[config.mk]
export PLATFORM = sky130hd
export DESIGN_NAME = spi_slave_flat
export DESIGN_NICKNAME = d
export VERILOG_FILES = /design/src/rtl/spi_slave_if.sv /design/src/rtl/spi_slave.sv /design/src/flat_wrapper.sv
export SDC_FILE = /design/constraint.sdc
export NUM_CORES = 1
export LEC_CHECK = 0
export ABC_AREA = 1
export BUFFER_PORTS_ARGS = -buffer_cell sky130_fd_sc_hd__buf_2
export CORE_ASPECT_RATIO = 0.7
export CORE_MARGIN = 2
export CORE_UTILIZATION = 47
export CTS_CLUSTER_SIZE = 8
export DETAILED_ROUTE_END_ITERATION = 8
export GPL_TIMING_DRIVEN = 0
export PLACE_DENSITY = 0.72
export SLEW_MARGIN = 30
export SYNTH_ARGS = -nofsm -noshare
export SYNTH_HDL_FRONTEND = slang
export SYNTH_SLANG_ARGS = --single-unit
[constraint.sdc]
create_clock -name axi_aclk -period 3.11 [get_ports axi_aclk]
set_input_delay 0.622 -clock axi_aclk [delete_from_list [all_inputs] [get_ports axi_aclk]]
set_output_delay 0.622 -clock axi_aclk [all_outputs]
set_load 0.01 [all_outputs]
[src/rtl/spi_slave_if.sv]
// Host-side handshake bundle for spi_slave: TX holding buffer in, RX word out,
// plus the status pulses and busy flag.
interface spi_slave_if #(
    parameter int DATA_WIDTH = 8
);
    logic [DATA_WIDTH-1:0] tx_data;
    logic                  tx_valid;
    logic                  tx_ready;
    logic [DATA_WIDTH-1:0] rx_data;
    logic                  rx_valid;
    logic                  rx_ready;
    logic                  tx_underrun;
    logic                  rx_overrun;
    logic                  busy;

    modport slave (
        input  tx_data, tx_valid, rx_ready,
        output tx_ready, rx_data, rx_valid, tx_underrun, rx_overrun, busy
    );

    modport master (
        output tx_data, tx_valid, rx_ready,
        input  tx_ready, rx_data, rx_valid, tx_underrun, rx_overrun, busy
    );
endinterface

[src/rtl/spi_slave.sv]
// SPI slave, mode 0 (CPOL=0, CPHA=0), MSB first, oversampled by axi_aclk.
// sclk/cs/mosi are resynchronized; all SPI activity is decoded from edges of
// the synchronized sclk. One-word TX holding buffer, one-word RX output register.
// DATA_WIDTH must be >= 2 and must match the interface's DATA_WIDTH.
module spi_slave #(
    parameter int DATA_WIDTH  = 8,
    parameter int SYNC_STAGES = 2
) (
    input  logic        axi_aclk,
    input  logic        axi_aresetn,
    input  logic        sclk,
    input  logic        cs,
    input  logic        mosi,
    output logic        miso,
    spi_slave_if.slave  bus
);

    localparam int CW = $clog2(DATA_WIDTH + 1);

    typedef enum logic {IDLE, ACTIVE} state_t;

    state_t state_q, state_d;

    logic [SYNC_STAGES-1:0] sclk_sync, cs_sync, mosi_sync;
    logic                   sclk_q, cs_q;
    // Shift register of 1s after reset; the top bit says the cs synchronizer
    // now reflects the pin, so the preset->pin transition is not a real edge.
    logic [SYNC_STAGES:0]   sync_vld;

    logic sclk_s, cs_s, mosi_s;
    logic sclk_rise, sclk_fall, cs_fall, cs_rise;
    logic start, stop, active_rise, active_fall, word_done, tx_take, tx_load;

    logic [DATA_WIDTH-1:0] shift_tx;
    logic [DATA_WIDTH-2:0] shift_rx;
    logic [DATA_WIDTH-1:0] rx_word;
    logic [CW-1:0]         bit_cnt;
    logic                  reload_pend;   // next falling edge reloads shift_tx
    logic                  urun_pend;     // zero-filled word reported at its first rise
    logic [DATA_WIDTH-1:0] tx_buf;
    logic                  tx_full;
    logic [DATA_WIDTH-1:0] rx_data_q;
    logic                  rx_valid_q;
    logic                  tx_underrun_q, rx_overrun_q;

    assign sclk_s = sclk_sync[SYNC_STAGES-1];
    assign cs_s   = cs_sync[SYNC_STAGES-1];
    assign mosi_s = mosi_sync[SYNC_STAGES-1];

    assign sclk_rise = sclk_s & ~sclk_q;
    assign sclk_fall = ~sclk_s & sclk_q;
    assign cs_fall   = ~cs_s & cs_q & sync_vld[SYNC_STAGES];
    assign cs_rise   = cs_s & ~cs_q;

    // Input synchronizers and one-cycle-delayed copies for edge detection.
    always_ff @(posedge axi_aclk) begin
        if (!axi_aresetn) begin
            sclk_sync <= '0;
            cs_sync   <= '1;
            mosi_sync <= '0;
            sclk_q    <= 1'b0;
            cs_q      <= 1'b1;
            sync_vld  <= '0;
        end else begin
            sclk_sync <= (sclk_sync << 1) | SYNC_STAGES'(sclk);
            cs_sync   <= (cs_sync << 1) | SYNC_STAGES'(cs);
            mosi_sync <= (mosi_sync << 1) | SYNC_STAGES'(mosi);
            sclk_q    <= sclk_s;
            cs_q      <= cs_s;
            sync_vld  <= {sync_vld[SYNC_STAGES-1:0], 1'b1};
        end
    end

    // FSM state register.
    always_ff @(posedge axi_aclk) begin
        if (!axi_aresetn) state_q <= IDLE;
        else              state_q <= state_d;
    end

    // FSM next state plus frame start/stop strobes.
    always_comb begin
        state_d = state_q;
        start   = 1'b0;
        stop    = 1'b0;
        case (state_q)
            IDLE: begin
                if (cs_fall) begin
                    state_d = ACTIVE;
                    start   = 1'b1;
                end
            end
            ACTIVE: begin
                if (cs_rise) begin
                    state_d = IDLE;
                    stop    = 1'b1;
                end
            end
            default: state_d = IDLE;
        endcase
    end

    // A cs rise wins over an sclk edge in the same cycle: the frame is over.
    assign active_rise = (state_q == ACTIVE) && !stop && sclk_rise;
    assign active_fall = (state_q == ACTIVE) && !stop && sclk_fall;
    assign word_done   = active_rise && (bit_cnt == CW'(DATA_WIDTH - 1));
    assign tx_take     = start || (active_fall && reload_pend);
    assign tx_load     = bus.tx_valid && !tx_full;
    assign rx_word     = {shift_rx, mosi_s};

    // Datapath: TX buffer, shift registers, bit counter, RX register, pulses.
    // The reload after the last word of a frame still consumes the buffer;
    // an empty buffer there is only flagged as underrun if another bit starts.
    always_ff @(posedge axi_aclk) begin
        if (!axi_aresetn) begin
            shift_tx      <= '0;
            shift_rx      <= '0;
            bit_cnt       <= '0;
            reload_pend   <= 1'b0;
            urun_pend     <= 1'b0;
            tx_buf        <= '0;
            tx_full       <= 1'b0;
            rx_data_q     <= '0;
            rx_valid_q    <= 1'b0;
            tx_underrun_q <= 1'b0;
            rx_overrun_q  <= 1'b0;
        end else begin
            tx_underrun_q <= (start && !tx_full) || (active_rise && urun_pend);
            rx_overrun_q  <= 1'b0;

            if (tx_take)          shift_tx <= tx_full ? tx_buf : '0;
            else if (active_fall) shift_tx <= shift_tx << 1;

            if (stop || start)    reload_pend <= 1'b0;
            else if (word_done)   reload_pend <= 1'b1;
            else if (active_fall) reload_pend <= 1'b0;

            if (stop || start)                    urun_pend <= 1'b0;
            else if (active_fall && reload_pend)  urun_pend <= !tx_full;
            else if (active_rise)                 urun_pend <= 1'b0;

            if (tx_load) begin
                tx_buf  <= bus.tx_data;
                tx_full <= 1'b1;
            end else if (tx_take && tx_full) begin
                tx_full <= 1'b0;
            end

            if (stop || start) begin
                bit_cnt  <= '0;
                shift_rx <= '0;
            end else if (active_rise) begin
                shift_rx <= rx_word[DATA_WIDTH-2:0];
                bit_cnt  <= word_done ? '0 : bit_cnt + CW'(1);
            end

            if (word_done) begin
                if (!rx_valid_q || bus.rx_ready) begin
                    rx_data_q  <= rx_word;
                    rx_valid_q <= 1'b1;
                end else begin
                    rx_overrun_q <= 1'b1;
                end
            end else if (rx_valid_q && bus.rx_ready) begin
                rx_valid_q <= 1'b0;
            end
        end
    end

    assign miso            = (state_q == ACTIVE) ? shift_tx[DATA_WIDTH-1] : 1'b0;
    assign bus.busy        = (state_q == ACTIVE);
    assign bus.tx_ready    = ~tx_full;
    assign bus.rx_data     = rx_data_q;
    assign bus.rx_valid    = rx_valid_q;
    assign bus.tx_underrun = tx_underrun_q;
    assign bus.rx_overrun  = rx_overrun_q;

endmodule

[src/flat_wrapper.sv]
// flat-port wrapper written by rule: the top's interface ports become plain ports
module spi_slave_flat 
#(
    parameter int DATA_WIDTH  = 8,
    parameter int SYNC_STAGES = 2
)
  (axi_aclk, axi_aresetn, sclk, cs, mosi, miso, bus_tx_data, bus_tx_valid, bus_rx_ready, bus_tx_ready, bus_rx_data, bus_rx_valid, bus_tx_underrun, bus_rx_overrun, bus_busy);
  spi_slave_if #(.DATA_WIDTH(DATA_WIDTH)) bus_i ();
  input  logic axi_aclk;
  input  logic axi_aresetn;
  input  logic sclk;
  input  logic cs;
  input  logic mosi;
  output logic miso;
  input wire logic [$bits(bus_i.tx_data)-1:0] bus_tx_data;
  input wire logic [$bits(bus_i.tx_valid)-1:0] bus_tx_valid;
  input wire logic [$bits(bus_i.rx_ready)-1:0] bus_rx_ready;
  output wire logic [$bits(bus_i.tx_ready)-1:0] bus_tx_ready;
  output wire logic [$bits(bus_i.rx_data)-1:0] bus_rx_data;
  output wire logic [$bits(bus_i.rx_valid)-1:0] bus_rx_valid;
  output wire logic [$bits(bus_i.tx_underrun)-1:0] bus_tx_underrun;
  output wire logic [$bits(bus_i.rx_overrun)-1:0] bus_rx_overrun;
  output wire logic [$bits(bus_i.busy)-1:0] bus_busy;
  assign bus_i.tx_data = bus_tx_data;
  assign bus_i.tx_valid = bus_tx_valid;
  assign bus_i.rx_ready = bus_rx_ready;
  assign bus_tx_ready = bus_i.tx_ready;
  assign bus_rx_data = bus_i.rx_data;
  assign bus_rx_valid = bus_i.rx_valid;
  assign bus_tx_underrun = bus_i.tx_underrun;
  assign bus_rx_overrun = bus_i.rx_overrun;
  assign bus_busy = bus_i.busy;
  spi_slave #(.DATA_WIDTH(DATA_WIDTH), .SYNC_STAGES(SYNC_STAGES)) u_core (.axi_aclk(axi_aclk), .axi_aresetn(axi_aresetn), .sclk(sclk), .cs(cs), .mosi(mosi), .miso(miso), .bus(bus_i));
endmodule
---- Yosys cells after proc, flatten, opt, wreduce, memory -nomap -nowiden ----
Index checks and enable logic that the tools add are counted.
storage, ports and cells
  word-level logic and storage cells ...... 85
  memories kept ........................... 0
  input port bits ......................... 15
  register bits after elaboration ......... 53
  bits in writable memories ............... 0
  bits in read-only memories .............. 0
  output and inout port bits .............. 14
  bits in latches ......................... 0
cells by class
  eq/ne operators ......................... 2
  divide/modulo/power cells ............... 0
  multipliers ............................. 0
  $add $sub $neg .......................... 1
  bitwise gates (word level) .............. 15
  shift-type cells ........................ 0
  reduce and logical (&&, ||, !) cells .... 26
  order comparisons ....................... 0
  multiplexer cells ....................... 22
operators by type and width
  operator               number
  $mux W8                3
  $mux W1                17
  $logic_and A1 B1 Y1    10
  $reduce_bool A2 Y1     5
  $not A1 Y1             7
  $or A2 B1 Y2           3
  $reduce_and A2 Y1      3
  $and A1 B1 Y1          5
  $add A4 B1 Y4 const B  1
  $eq A4 B3 Y1 const B   1
  $logic_or A1 B1 Y1     4
  $mux W4                1
  $logic_not A1 Y1       3
  $ne A2 B2 Y1 const B   1
  $pmux W1 S2            1
  $reduce_or A2 Y1       1

---- Depth between registers and ports, before layout ----
Gate-level depths: netlist of run 1.
  word-level depth ........................ 12
  gate-level depth with buffers ........... 8
  gate-level depth less buffers ........... 8

---- Least setup slack after synthesis of run 1 ----
No wires, ideal clock.
  path kind ............................... input to register
  from .................................... input bus_rx_ready
  to ...................................... register u_core.rx_data_q[0], in the netlist u_core.bus.rx_data[0]
  library setup time ...................... 70 ps
  arrival ................................. 1,232 ps
  slack ................................... 1,807 ps
  data required time ...................... 3,040 ps
  stages on the path ...................... 5
  path buffers ............................ 1
  path through ............................ inv_1 > nand2_1 > clkbuf_1 > nand4_1 > a21oi_1
on the way
  word-level cells in the longest chain between the ends .. 2
ends and longest elaborated chain
  what                                line                source
  start: declaration                  flat_wrapper.sv:17  input wire logic [$bits(bus_i.rx_ready)-1:0] bus_rx_ready;
  $logic_or A1 B1 Y1                  spi_slave.sv:157    if (!rx_valid_q || bus.rx_ready) begin
  $reduce_and A2 Y1 (no source line)  --
  end signal: assignment              spi_slave.sv:158    rx_data_q <= rx_word;
  end: declaration                    spi_slave.sv:42     logic [DATA_WIDTH-1:0] rx_data_q;
Every way passes these cells.
A chain may end at the register's enable or synchronous reset.

---- Worst setup path after layout of run 1 ----
  from .................................... register u_core.state_q, in the netlist u_core.bus.busy
  to ...................................... output miso
on the way
  word-level cells in the longest chain between the ends .. 1
ends and longest elaborated chain
  what                      line                source
  start: declaration        spi_slave.sv:22     state_t state_q, state_d;
  start signal: assignment  spi_slave.sv:77     else state_q <= state_d;
  $mux W1                   spi_slave.sv:169    assign miso = (state_q == ACTIVE) ? shift_tx[DATA_WIDTH-1] : 1'b0;
  end: declaration          flat_wrapper.sv:14  output logic miso;
Every way passes these cells.

==> results of run 1 <==
through the flow:
stage               util, %  instances  worst slack, ps
global placement       53.2        353             1460
floorplan                 -        270             1810
global route           55.1        361             1360
finish                 55.1        361             1430
detailed placement     53.2        353             1460
CTS                    55.1        361             1420
final timing paths:
check	from	end	slack, ps	depth (start not counted)
worst max-delay path	u_core.bus.busy$_SDFF_PN0_	miso	1430	3
worst min-delay path	u_core.mosi_sync[0]$_SDFF_PN0_	u_core.mosi_sync[1]$_SDFF_PN0_	420	2
worst max register to register	u_core.bit_cnt[0]$_SDFFE_PP0P_	u_core.bus.rx_data[1]$_SDFFE_PN0P_	1550	6
worst min register to register	u_core.mosi_sync[0]$_SDFF_PN0_	u_core.mosi_sync[1]$_SDFF_PN0_	420	2
flip-flops by register name, indices dropped and copies added (netlist names):
signal / count
u_core.cs_sync: 2
u_core.bus.tx_underrun: 1
u_core.urun_pend: 1
u_core.sclk_sync: 2
u_core.tx_buf: 8
u_core.shift_rx: 7
u_core.sync_vld: 3
u_core.bit_cnt: 4
u_core.sclk_q: 1
u_core.reload_pend: 1
u_core.shift_tx: 8
u_core.bus.rx_data: 8
u_core.bus.rx_valid: 1
u_core.mosi_sync: 2
u_core.bus.rx_overrun: 1
u_core.cs_q: 1
u_core.tx_full: 1
u_core.bus.busy: 1
logic make-up after synthesis:
| kind of cell | after synthesis |
|---|---|
| and+or+nand+nor | 126 |
| DFF | 53 |
| AOI/OAI and AO/OA | 47 |
| buffers and inverters | 42 |
| xor gates and xnor gates | 1 |
| adders and majority gates | 1 |
final cells by class:
class                           count  area, µm²  share of cell area, %
Timing Repair Buffer               28        140                   5.91
Tap cell                           55       68.8                   2.90
Inverter                           31        116                   4.91
Clock buffer                        8       80.1                   3.38
Sequential cell                    53       1060                   44.8
Multi-Input combinational cell    175        841                   35.5
Buffer                             11       62.6                   2.64
where the power goes:
part / switching, mW / leakage [nW] / internal, mW
Sequential: 0.00913 / 0.431 / 0.695
Combinational: 0.0374 / 0.579 / 0.0214
Clock: 0.204 / 0.0395 / 0.160
critical path: stages (launching register included):
cell and delay, ps:
dfxtp_1 510, nand2_1 90, inv_1 50, buf_2 110
cell usage after synthesis:
cell type,count,area (µm²)
clkbuf_1,5,18.8
nor3_1,5,25.0
a21oi_1,29,145
nand3_2,1,10.0
nor3_2,1,10.0
inv_2,3,11.3
nand2_1,59,221
nand4_1,8,50.1
buf_6,1,11.3
nand3_1,14,70.1
nand2_2,5,31.3
dfxtp_1,53,1060
ha_1,1,12.5
nand4_2,2,25.0
inv_1,28,105
nor3_4,1,16.3
xor2_1,1,8.76
buf_2,2,10.0
o21ai_0,18,90.1
nor2_4,1,11.3
buf_4,3,22.5
or2_2,2,12.5
nor2_1,27,101
layer usage:
layer	vias up	part of all wire, %	routed length [µm]
met5	-	0	0
li1	934	-	-
met2	51	38	1640
met4	0	1.7	73
met3	9	5.7	245
met1	815	54	2320
==> impl_metrics.ini, run 1 <==
[sta]
finalSetupViolations = 0
finalHoldViolCount = 0
tightest_slew_ps = 498
min_period_ps = 1680
tns_ps = 0
post-route-period-util_pct = 54.1
final.setup_skew_ps = 5.50
whs_ps = 415
slew_viol_final = 0
maxSlewHeadroom_pct = 66.8
max_freq_mhz = 594
rsz0062_at_grt = no

[clocking]
h-tree-depth = 2
cts_buffers = 5
clk_pin_slew_ps = 80
postCtsSetupRepairBufs = 0
clockBufferDepth = 2
hold_buffers = 0
cts_resized = 0
clock_latency_ps = 300
cts-root-buf = clkbuf_8
cts_tree = yes
cts_num_sinks = 53

[yosys]
yosys_warnings = 0
synth-xor-area-share_pct = 0.421
ys_ff_latch = 53
netlist_area_mm2 = 0.00208
post_synth.cell_area_avg_um2 = 7.71
synth.area.mux_share_pct = 0
synth_compound_area_share_pct = 11.3
seq_area_frac_synth_pct = 51.0
syn_nets = 286
synth.distinct_cells = 23
synth_top_family_by_area = simple AND/OR/NAND/NOR gates
synthSimpleGateAreaFrac_pct = 28.1
synthAdderAreaFrac_pct = 0.601
syn_inst = 270

[floorplanning]
die_area_mm2 = 0.00498
num_rows = 20
core_mm2 = 0.00430
die_h_um = 59.7
boundaryPins = 29
die_x_um = 83.5
initial_core_util_pct = 48.3

[placed_design]
dpl-instance-area_mm2 = 0.00229
io_buffers = 28
place_congestion = 0.828
hpwl_um = 3080

[worst_setup_path]
critPathMaxFanout = 7
critical_path.endpoint_type = output pin
start_kind = register
crit_type = register to output pin
worstPathArrival_ps = 1060
required_ps = 2490

[routing]
drt_iter0_drc = 148
vias = 1809
drcViolationCount = 0
firstDrtPassIters = 4
wl_per_cell_um = 11.9
routed_wl_um = 4280
vias_per_cell = 5.01
drtAntennaViolNets = 0

[finish]
diodes = 0
fillCellCount = 435
finalNetCount = 321
drive_above_1_share_pct = 18.0
final_area_mm2 = 0.00237
syn_to_final_growth_pct = 13.9
final_cell_mix = nand2_1 (59), dfxtp_1 (53), buf_2 (30)
final_common_cell = nand2_1

[power]
power_mw = 1.13
p_leak_nw = 1.05
vdd_drop_max_uv = 300
p_per_area_mw_per_mm2 = 476

[global_routing]
grt_max_degree = 15
grt_use_met2_pct = 24.5
grt_first_pass_wirelength_um = 7070
grt_pass1_vias = 1518
grt_usage_pct = 18.4
use_met3_pct = 4.14
busiest_layer = met1
antenna_found_initial = 0
grt_util_met1_pct = 28.4
overflow = 0

[run_status]
run_status = finished clean

[flow_run]
max_cap_viol_count = 0

[worst_hold_path]
min_path_type = register to register
No activity file was read; power rests on OpenSTA's default activity.
==> run 2, diff against run 1 <==
ABC_AREA = 0   (was 1)
clock period = 1.7 ns   (was 3.11 ns; I/O delays follow)
==> impl_metrics.ini, run 2 <==
[yosys]
synth_top_family_by_area = simple AND/OR/NAND/NOR gates
netlist_area_mm2 = 0.00205
yosys-top-cells-count = dfxtp_1 (53), nand2_1 (52), nand3_1 (18), o21ai_0 (16), a21oi_1 (13)
yosys-top-cells-area = dfxtp_1 (52%), nand2_1 (9.5%), nand3_1 (4.4%)
syn_nets = 248
synth.distinct_cells = 35
yosys_warnings = 0
ys.flop_type = dfxtp_1
synthAdderAreaFrac_pct = 0.611
yosysTopAreaCell = dfxtp_1
synthArstFlopShare_pct = 0
synth-xor-area-share_pct = 0.428
synthSimpleGateAreaFrac_pct = 26.2
post_synth.cell_area_avg_um2 = 8.83
synth_edf_count = 0
synth_top_area_share_pct = 51.8
seq_area_frac_synth_pct = 51.8
synth.area.mux_share_pct = 0
synth_compound_area_share_pct = 17.0
ys_ff_latch = 53
synthMostInstantiatedCell = dfxtp_1
syn_inst = 232

[finish]
final_common_cell = dfxtp_1
seqCellArea_mm2 = 0.00106
diodes = 0
fillCellCount = 411
drive_above_1_share_pct = 20.0
finalNetCount = 290
multi_input_area_um2 = 936
final_cell_mix = dfxtp_1 (53), nand2_1 (52), buf_2 (30)
syn_to_final_growth_pct = 18.5

[sta]
final.setup_skew_ps = 5.04
min_period_ps = 1550
tightest_slew_ps = 480
maxSlewHeadroom_pct = 68.0
finalHoldViolCount = 0
finalSetupViolations = 0
slew_viol_final = 0
post-route-period-util_pct = 91.0
max_freq_mhz = 647
whs_ps = 184

[global_routing]
grt_max_degree = 16
grt_first_pass_wirelength_um = 6620
grt_usage_pct = 17.1
overflow = 0
grt_pass1_vias = 1479
grt_util_met1_pct = 24.5
antenna_found_initial = 0
busiest_layer = met2
grt_use_met2_pct = 24.8
use_met3_pct = 4.74

[worst_hold_path]
min-delay-start = axi_aresetn
hold_depth = 1
whs_endpoint = u_core.sync_vld[0]$_DFF_P_
min_path_type = primary input to register

[floorplanning]
die_area_mm2 = 0.00491
core_mm2 = 0.00425
num_rows = 20
die_x_um = 82.9
initial_core_util_pct = 48.1
boundaryPins = 29
die_h_um = 59.2

[worst_setup_path]
r2r_start = u_core.bus.busy$_SDFF_PN0_
worst_path_largest_cell_delay_ps = 330
crit_buf_inv = 3
start_kind = register
reg2regPathDepth = 6
reg2reg_slack_ps = 150
worstPathArrival_ps = 1780
critPathMaxFanout = 10
path_cells = buf_2, inv_1, o31ai_4, buf_4, o21ai_0, a31oi_1
crit_type = register to register
critPathSlowestCell = dfxtp_1
critical_path.endpoint_type = register
path_delay_family = buffers and inverters
r2r_end = u_core.shift_tx[5]$_SDFFE_PN0P_
required_ps = 1930

[routing]
drcViolationCount = 0
drtAntennaViolNets = 0
vias_per_cell = 4.95
wl_per_cell_um = 11.7
drt_iter0_drc = 132
routed_wl_um = 3870
firstDrtPassIters = 4
vias = 1633

[clocking]
cts_num_sinks = 53
clk_pin_slew_ps = 90
cts_buffers = 5
clock_latency_ps = 300
clockBufferDepth = 2
cts-root-buf = clkbuf_8
hold_buffers = 0
cts_tree = yes
h-tree-depth = 2

[run_status]
run_status = finished clean

[placed_design]
io_buffers = 28
hpwl_um = 2750
place_congestion = 0.769

[power]
p_per_area_mw_per_mm2 = 851
power_mw = 2.07
vdd_drop_max_uv = 500
p_leak_nw = 0.912

[flow_run]
max_cap_viol_count = 0
[run 2: changes by cell type in the layout (fill, tap and decap cells not counted), moves of 5 or more]
| cell | change |
|---|---|
| nand2_1 | -7 |
| nor2_1 | -25 |
| buf_4 | +7 |
| a21oi_1 | -16 |
| nand2_2 | -5 |
| nand2b_1 | +7 |
| and2_1 | +10 |
| a31oi_1 | +7 |
| nand4_1 | -7 |
| inv_1 | -25 |
| a21boi_0 | +9 |
[run 2: routing by layer]
layer,vias up,wire length [µm]
met2,38,1550
met5,-,0
met1,721,2050
met4,0,36
met3,4,232
li1,870,-
[run 2: repair_timing]
action                     4_1_cts  5_1_grt
setup endpoints to repair        0       24
hold endpoints to repair         0        0
buffers inserted                 0        8
resized for setup                0        6
[run 2: cells by family (layout without fill, tap and decap cells)]
family / Yosys count / count (layout)
DFF: 53 / 53
buffers and inverters: 17 / 60
AOI/OAI and AO/OA: 54 / 54
and+or+nand+nor: 106 / 106
xor gates and xnor gates: 1 / 1
adders and majority gates: 1 / 1
[run 2: area by class of cell]
class                      instances  area share, %
tap                               55           2.84
multi-input combinational        162           38.6
clock inverter                     2          0.412
clock buffer                       6           2.99
sequential                        53           43.7
buffer                            13           2.78
inverter                           3          0.464
timing repair buffer              36           8.25
[run 2: per-stage QoR]
step                util (%)  TNS [ps]  setup slack [ps]  instances  area [µm²]
global route            57.1     -87.6             -19.8        330        2430
global placement        53.1         0              88.4        315        2260
CTS                     55.0         0              32.6        323        2340
floorplan                  -         0               223        232        2050
detailed placement      53.1         0              50.5        315        2260
finish                  57.1         0               153        330        2430
[run 2: how the worst max path moves through the flow]
| stage | cells past startpoint | end | slack, ps | start |
|---|---|---|---|---|
| after floorplan | 6 | u_core.bus.rx_data[5]$_SDFFE_PN0P_ | 220 | u_core.bus.busy$_SDFF_PN0_ |
| after global placement | 6 | u_core.bus.rx_data[5]$_SDFFE_PN0P_ | 90 | u_core.bus.busy$_SDFF_PN0_ |
| after detailed placement | 6 | u_core.bus.rx_data[6]$_SDFFE_PN0P_ | 50 | u_core.bus.busy$_SDFF_PN0_ |
| after CTS | 6 | u_core.bus.rx_data[6]$_SDFFE_PN0P_ | 30 | u_core.bus.busy$_SDFF_PN0_ |
| after global routing | 5 | u_core.bit_cnt[2]$_SDFFE_PP0P_ | -20 | u_core.bus.busy$_SDFF_PN0_ |
| final | 6 | u_core.shift_tx[5]$_SDFFE_PN0P_ | 150 | u_core.bus.busy$_SDFF_PN0_ |
[run 2: report_power, final]
part	internal, mW	total [mW]	switching (mW)
Clock	0.286	0.669	0.383
Sequential	1.27	1.29	0.0189
Combinational	0.0482	0.110	0.0614
Total	1.60	2.07	0.463
==> run 3, diff against run 2 <==
--- a/config.mk
+++ b/config.mk
@@ -11,3 +11,3 @@
 export CORE_MARGIN = 2
-export CORE_UTILIZATION = 47
+export CORE_UTILIZATION = 55
 export CTS_CLUSTER_SIZE = 8
@@ -15,3 +15,4 @@
 export GPL_TIMING_DRIVEN = 0
-export PLACE_DENSITY = 0.72
+export PLACE_DENSITY = 0.82
+export RECOVER_POWER = 25
 export SLEW_MARGIN = 30
--- a/constraint.sdc
+++ b/constraint.sdc
@@ -3,2 +3,2 @@
 set_output_delay 0.34 -clock axi_aclk [all_outputs]
-set_load 0.01 [all_outputs]
+set_load 0.05 [all_outputs]
==> impl_metrics.ini, run 3 (same netlist as run 2, synthesis figures left out) <==
[run_status]
run_status = finished clean

[worst_setup_path]
required_ps = 1940
reg2reg_slack_ps = 100
critical_path.endpoint_type = register
crit_type = register to register
critPathMaxFanout = 10
start_kind = register
worstPathArrival_ps = 1840

[finish]
finalNetCount = 283
final_area_mm2 = 0.00235
fin_cells = 318
drive_above_1_share_pct = 15.7
syn_to_final_growth_pct = 14.8
fillCellCount = 317
diodes = 0
final_cell_mix = nand2_1 (52), dfxtp_1 (52), buf_2 (23)

[flow_run]
max_cap_viol_count = 0

[sta]
rsz0062_at_grt = no
max_freq_mhz = 626
post-route-period-util_pct = 93.9
slew_viol_final = 0
maxSlewHeadroom_pct = 60.7
final.setup_skew_ps = 6.53
min_period_ps = 1600
tns_ps = 0
finalHoldViolCount = 0
finalSetupViolations = 0
tightest_slew_ps = 592

[power]
p_leak_nw = 0.858
power_mw = 2.15
vdd_drop_max_uv = 642
p_per_area_mw_per_mm2 = 913

[floorplanning]
boundaryPins = 29
num_rows = 18
core_mm2 = 0.00354
die_x_um = 76.9
die_area_mm2 = 0.00424
initial_core_util_pct = 57.9
die_h_um = 55.1

[routing]
routed_wl_um = 4000
drt_iter0_drc = 108
vias_per_cell = 5.25
drtAntennaViolNets = 0
vias = 1668
drcViolationCount = 0
firstDrtPassIters = 4
wl_per_cell_um = 12.6

[global_routing]
antenna_found_initial = 0
overflow = 0
grt_usage_pct = 20.3
grt_max_degree = 18
grt_first_pass_wirelength_um = 6460
grt_pass1_vias = 1388

[clocking]
cts_buffers = 5
cts_num_sinks = 53
cts-root-buf = clkbuf_8
clk_pin_slew_ps = 100
clockBufferDepth = 2
cts_tree = yes
h-tree-depth = 2
clock_latency_ps = 310
hold_buffers = 0

[worst_hold_path]
min_path_type = primary input to register

[placed_design]
dp.cells = 310
place_congestion = 0.778
dpl-instance-area_mm2 = 0.00225
io_buffers = 28
hpwl_um = 2830
## run 3: changes by cell type in the layout (fill, tap and decap cells not counted), sizes merged
cell and change:
clkinv -1, inv +1, clkbuf +6, buf -13
## run 3: stage by stage
step | utilization, % | setup slack (ps) | hold slack [ps]
floorplan | - | 68.1 | 368
global placement | 63.7 | 93.1 | 395
detailed placement | 63.7 | 78.1 | 396
CTS | 66.6 | 66.4 | 177
global route | 66.5 | 18.5 | 201
finish | 66.5 | 104 | 215
## run 3: area by class of cell
class	instances	area (µm²)	share of cell area, %
inverters	3	11.3	0.479
repair buffers	29	141	6.01
multi-input cells	162	906	38.5
plain buffers	13	68.8	2.93
flip-flops and latches	53	1060	45.2
clock inverters	2	17.5	0.745
clock buffers	6	82.6	3.51
well taps	50	62.6	2.66
## run 3: path summary, 6_finish.rpt
path | end | start | cells past startpoint
worst max-delay path | u_core.shift_tx[4]$_SDFFE_PN0P_ | u_core.bus.busy$_SDFF_PN0_ | 6
worst min-delay path | u_core.cs_sync[0]$_SDFF_PN1_ | cs | 2
worst max register to register | u_core.shift_tx[4]$_SDFFE_PN0P_ | u_core.bus.busy$_SDFF_PN0_ | 6
worst min register to register | u_core.cs_sync[1]$_SDFF_PN1_ | u_core.cs_sync[0]$_SDFF_PN1_ | 1
## run 3: repair_timing
item,4_1_cts,5_1_grt
gates resized for setup,0,2
setup endpoints to repair,2,7
cloned,0,0
buffers inserted,1,0
pin swaps,1,2
hold endpoints to repair,0,0
## run 3: worst max-delay path, cell delays in order (launching register included)
cell and delay, ps:
dfxtp_2 330, clkbuf_2 180, inv_1 170, o31ai_4 390, buf_4 230, o21ai_0 80
a31oi_1 160
## run 3: report_power, final
group	leakage, nW	internal [mW]	switching [mW]	total [mW]
sequential	0.431	1.27	0.0181	1.29
clock	0.0518	0.338	0.413	0.751
combinational	0.374	0.0421	0.0682	0.110
total	0.858	1.65	0.499	2.15
## run 3: per-layer routing
metal / share of wire [%] / up-vias / GRT usage (%) / routed length, µm
met3: 6.4 / 6 / 7.31 / 257
met4: 1.2 / 0 / 4.85 / 47
met1: 51 / 758 / 28.9 / 2040
li1: - / 858 / - / -
met5: 0 / - / 0 / 0
met2: 41 / 46 / 29.2 / 1650
